$ cat config.mk
export PLATFORM = sky130hd
export DESIGN_NAME = serial_adder
export DESIGN_NICKNAME = d
export VERILOG_FILES = /design/src/rtl/serial_adder.sv
export SDC_FILE = /design/constraint.sdc
export NUM_CORES = 1
export LEC_CHECK = 0
export BUFFER_PORTS_ARGS = -buffer_cell sky130_fd_sc_hd__buf_2
export CORE_UTILIZATION = 61
export CTS_BUF_LIST = sky130_fd_sc_hd__clkbuf_8
export DETAILED_ROUTE_END_ITERATION = 8
export PLACE_DENSITY_LB_ADDON = 0.15
export SLEW_MARGIN = 0
export SYNTH_ARGS = -nofsm -noshare
export SYNTH_HDL_FRONTEND = slang
export SYNTH_SLANG_ARGS = --single-unit
export TNS_END_PERCENT = 50
$ cat constraint.sdc
create_clock -name clk -period 2.6 [get_ports clk]
set_clock_uncertainty 0.15 [all_clocks]
set_input_delay 0.13 -clock clk [delete_from_list [all_inputs] [get_ports clk]]
set_output_delay 0.13 -clock clk [all_outputs]
set_load 0.01 [all_outputs]
$ cat src/rtl/serial_adder.sv
// Bit-serial adder: latches two WIDTH-bit operands plus carry-in, adds one bit per cycle LSB first.
// Optional macro SERIAL_ADDER_OVF_EN adds a two's-complement overflow output.
module serial_adder #(
    parameter int WIDTH = 8
) (
    input  logic             clk,
    input  logic             rst_n,
    input  logic             start,
    input  logic [WIDTH-1:0] a_in,
    input  logic [WIDTH-1:0] b_in,
    input  logic             c_in,
    output logic             busy,
    output logic             done,
    output logic [WIDTH-1:0] sum,
    output logic             c_out
`ifdef SERIAL_ADDER_OVF_EN
    ,
    output logic             overflow
`endif
);

    localparam int CW = $clog2(WIDTH);

    localparam logic [1:0] IDLE = 2'd0;
    localparam logic [1:0] ADD  = 2'd1;
    localparam logic [1:0] DONE = 2'd2;

    logic [1:0]       state;
    logic [WIDTH-1:0] a_sh;
    logic [WIDTH-1:0] b_sh;
    logic [WIDTH-2:0] s_sh;
    logic             carry;
    logic [CW-1:0]    cnt;

    logic             s_bit;
    logic             c_next;
    logic             last_bit;
    logic [WIDTH-1:0] s_full;

    // Full-adder bit and the partial sum with the new bit shifted in at the MSB
    always_comb begin
        s_bit    = a_sh[0] ^ b_sh[0] ^ carry;
        c_next   = (a_sh[0] & b_sh[0]) | (a_sh[0] & carry) | (b_sh[0] & carry);
        s_full   = {s_bit, s_sh};
        last_bit = (cnt == CW'(WIDTH - 1));
    end

    assign busy = (state == ADD);
    assign done = (state == DONE);

    // Control sequence: IDLE -> ADD for WIDTH cycles -> DONE for one cycle -> IDLE
    always_ff @(posedge clk) begin
        if (!rst_n) begin
            state <= IDLE;
        end else begin
            case (state)
                IDLE:    if (start) state <= ADD;
                ADD:     if (last_bit) state <= DONE;
                DONE:    state <= IDLE;
                default: state <= IDLE;
            endcase
        end
    end

    // Operand shift registers, running carry, bit counter and result transfer
    always_ff @(posedge clk) begin
        if (!rst_n) begin
            a_sh  <= '0;
            b_sh  <= '0;
            s_sh  <= '0;
            carry <= 1'b0;
            cnt   <= '0;
            sum   <= '0;
            c_out <= 1'b0;
`ifdef SERIAL_ADDER_OVF_EN
            overflow <= 1'b0;
`endif
        end else begin
            case (state)
                IDLE: begin
                    if (start) begin
                        a_sh  <= a_in;
                        b_sh  <= b_in;
                        carry <= c_in;
                        s_sh  <= '0;
                        cnt   <= '0;
                    end
                end
                ADD: begin
                    a_sh  <= a_sh >> 1;
                    b_sh  <= b_sh >> 1;
                    carry <= c_next;
                    s_sh  <= s_full[WIDTH-1:1];
                    cnt   <= cnt + CW'(1);
                    if (last_bit) begin
                        sum   <= s_full;
                        c_out <= c_next;
`ifdef SERIAL_ADDER_OVF_EN
                        // carry holds the carry into the MSB on the last bit
                        overflow <= carry ^ c_next;
`endif
                    end
                end
                default: ;
            endcase
        end
    end

endmodule

==> flow_metrics.py <==
metrics = {
    "grt": {
        "grt_util_met2_pct": 38.48,
        "grt_pass1_wl_microns": 4968,
        "busiest_layer": "met2",
        "grt_start_max_net_pins": 39,
        "gr-usage-met3_pct": 9.887,
        "grt_use_total_pct": 25.07,
        "grt-ovfl-total": 0,
        "grt_use_met1_pct": 30.72,
        "grt_pass1_vias": 1098,
        "antenna_found_initial": 0,
    },
    "sta": {
        "max_freq_ghz": 0.5254,
        "slew_viol_final": 0,
        "worst_hold_slack_ns": 0.02465,
        "finalSetupViolCount": 0,
        "worst_pin_slew_ns": 0.8672,
        "post-route-period-util_pct": 73.21,
        "final_hold_viol_count": 0,
        "finalCriticalPeriod_ns": 1.903,
        "rsz0062_at_grt": "false",
        "setup_tns_ns": 0,
        "slew_headroom_pct": 42.19,
    },
    "worst_setup_path": {
        "r2r_setup_slack_ns": 0.76,
        "startpoint": "state[1]",
        "crit_path_max_fanout": 21,
        "startpoint_type": "flip-flop",
        "reg2reg_to": "sum[0]",
        "path_class": "reg -> out",
        "required_ns": 2.32,
        "ff2ff_path_depth": 5,
        "cp.arrival_ns": 1.62,
        "r2r-start": "cnt[0]",
        "end_kind": "output port",
    },
    "worst_hold_path": {
        "min_from": "c_in",
        "hold_class": "in -> reg",
        "min_path_cells": 3,
        "hold-path-endpoint": "carry",
    },
    "route": {
        "drt_first_pass_iters": 4,
        "post_drt_wl_per_cell_microns": 14.46,
        "drc_errors": 0,
        "drtIter0Drc": 27,
        "routed_wl_microns": 3253,
        "ant_nets": 0,
        "dr_total_vias": 1295,
        "viasPerCell": 5.756,
    },
    "synthesis": {
        "ys_warn_count": 0,
        "yosysTopAreaCellShare_pct": 46.10,
        "syn_area_sq_um": 1650,
        "postSynth.asyncResetShare_pct": 0,
        "synth-seq-cells": 38,
        "synth_largest_area_cell": "dfxtp_1",
        "synth_area_leaders": "dfxtp_1, mux2i_1, o211a_1",
        "syn_area_per_cell_sq_um": 9.942,
        "synth_cells": 166,
        "yosys.cell_count.top_type": "dfxtp_1",
        "synthTopCellsByCount": "dfxtp_1, nand2_1, mux2i_1, o211a_1",
        "synth_nets": 189,
        "synth_edf_count": 0,
        "yosys.cell_types.count": 26,
        "synth_ff_type": "dfxtp_1",
        "ys_seq_area_share_pct": 46.10,
    },
    "clock_network": {
        "clockBufferDepth": 2,
        "cts_tree": "done",
        "insertion_delay_ns": 0.29,
        "cts_max_level": 2,
        "cts_num_sinks": 38,
        "cts_inserted_buffers": 5,
        "path_clk_slew_ns": 0.07,
        "post_cts_buffers": 0,
        "cts_hold_buf": 2,
        "post_cts_resized": 0,
        "cts_root_buffer": "clkbuf_8",
    },
    "floorplan": {
        "core_area_sq_um": 2522,
        "die_x_microns": 54.02,
        "die_area_sq_um": 2918,
        "initial_core_util_pct": 65.43,
        "io_pins": 31,
        "rows": 18,
        "die_h_microns": 54.02,
    },
    "outcome": {
        "status": "finished, final reports clean",
    },
    "placement": {
        "hpwlAfterDp_microns": 2055,
        "routabilityCongestion": 0.7374,
        "portBuffers": 30,
    },
    "finish": {
        "antennaDiodeCount": 0,
        "drive_gt1_share_pct": 22.05,
        "nNetsFinal": 217,
        "area_delta_synth_final_pct": 14.78,
    },
    "job": {
        "maxCapViolations": 0,
    },
    "pwr": {
        "p_per_area_nw_per_um2": 645.9,
        "max-vdd-ir-drop_uv": 544.2,
        "leakagePower_uw": 0.0008960,
    },
}
-- layout by cell type, fill, tap and decap left out --
cell type       n
dlygate4sd3_1   2
buf_2          30
nand2b_4        1
o21bai_2        1
o21ai_0         5
nand3b_1        1
dfxtp_1        38
a22oi_1         9
a21boi_0       11
o211a_1        13
nand3_1        11
nor2_1          2
or3b_2          2
clkbuf_8        8
inv_1           3
nand2_1        23
mux2i_1        13
o221ai_1        2
buf_4           1
a21oi_1         3
and3_1          2
fa_1            1
nor2b_1        10
ha_1            2
o21ba_1         1
-- per-stage QoR --
step	area [sq um]	cells	setup slack (ns)	util [%]	total power, uW
after floorplan	1650	166	1.245	-	736.4
after global placement	1764	215	0.8619	69.94	754.8
after detailed placement	1764	215	0.7913	69.94	763.8
after CTS	1894	225	0.7151	75.10	1230
after global routing	1894	225	0.6027	75.10	1274
final	1894	225	0.6966	75.10	1224
-- report_power, final --
| part | switching [uW] | internal, uW |
|---|---|---|
| Clock | 200 | 268 |
| Sequential | 19.2 | 609 |
| Combinational | 66.7 | 61.3 |
| Total | 286 | 938 |
-- cell families after synthesis --
logic type,count (synthesis),share of synthesized area (%)
adder cells (fa/ha/maj),3,2.729
flip-flops,38,46.10
AO/OA/AOI/OAI,45,21.76
multiplexers,13,7.884
AND/OR/NAND/NOR,52,15.92
buffers and inverters,15,5.610
-- area by class of cell --
class                   instances  area, sq um
clock buffers                   8        110.1
flip-flops and latches         38        760.7
fillers                       221        628.1
inverters                       3        11.26
repair buffers                 33        177.7
multi-input cells             113        797.0
well taps                      30        37.54
-- routing by layer --
metal,wire [microns],share of wire [%]
met5,0,0
met4,82,2.5
met3,139,4.3
met2,1536,47
met1,1495,46
-- worst max-delay path, stage by stage (launching register included) --
cell and delay, ns:
dfxtp_1 0.41, nand2b_4 0.21, inv_1 0.47, buf_2 0.24
-- worst max-delay path by stage --
stage,to,slack [ns]
2_1_floorplan,a_sh[0],1.24
3_3_place_gp,sum[3],0.86
3_5_place_dp,sum[0],0.79
4_1_cts,busy,0.72
5_1_grt,busy,0.60
6_report,busy,0.70
-- sequential cells by signal (all words and copies together) (netlist names) --
name,count
carry,1
s_sh,7
sum,8
c_out,1
a_sh,8
cnt,3
state,2
b_sh,8
No activity file was read; power rests on OpenSTA's default activity.
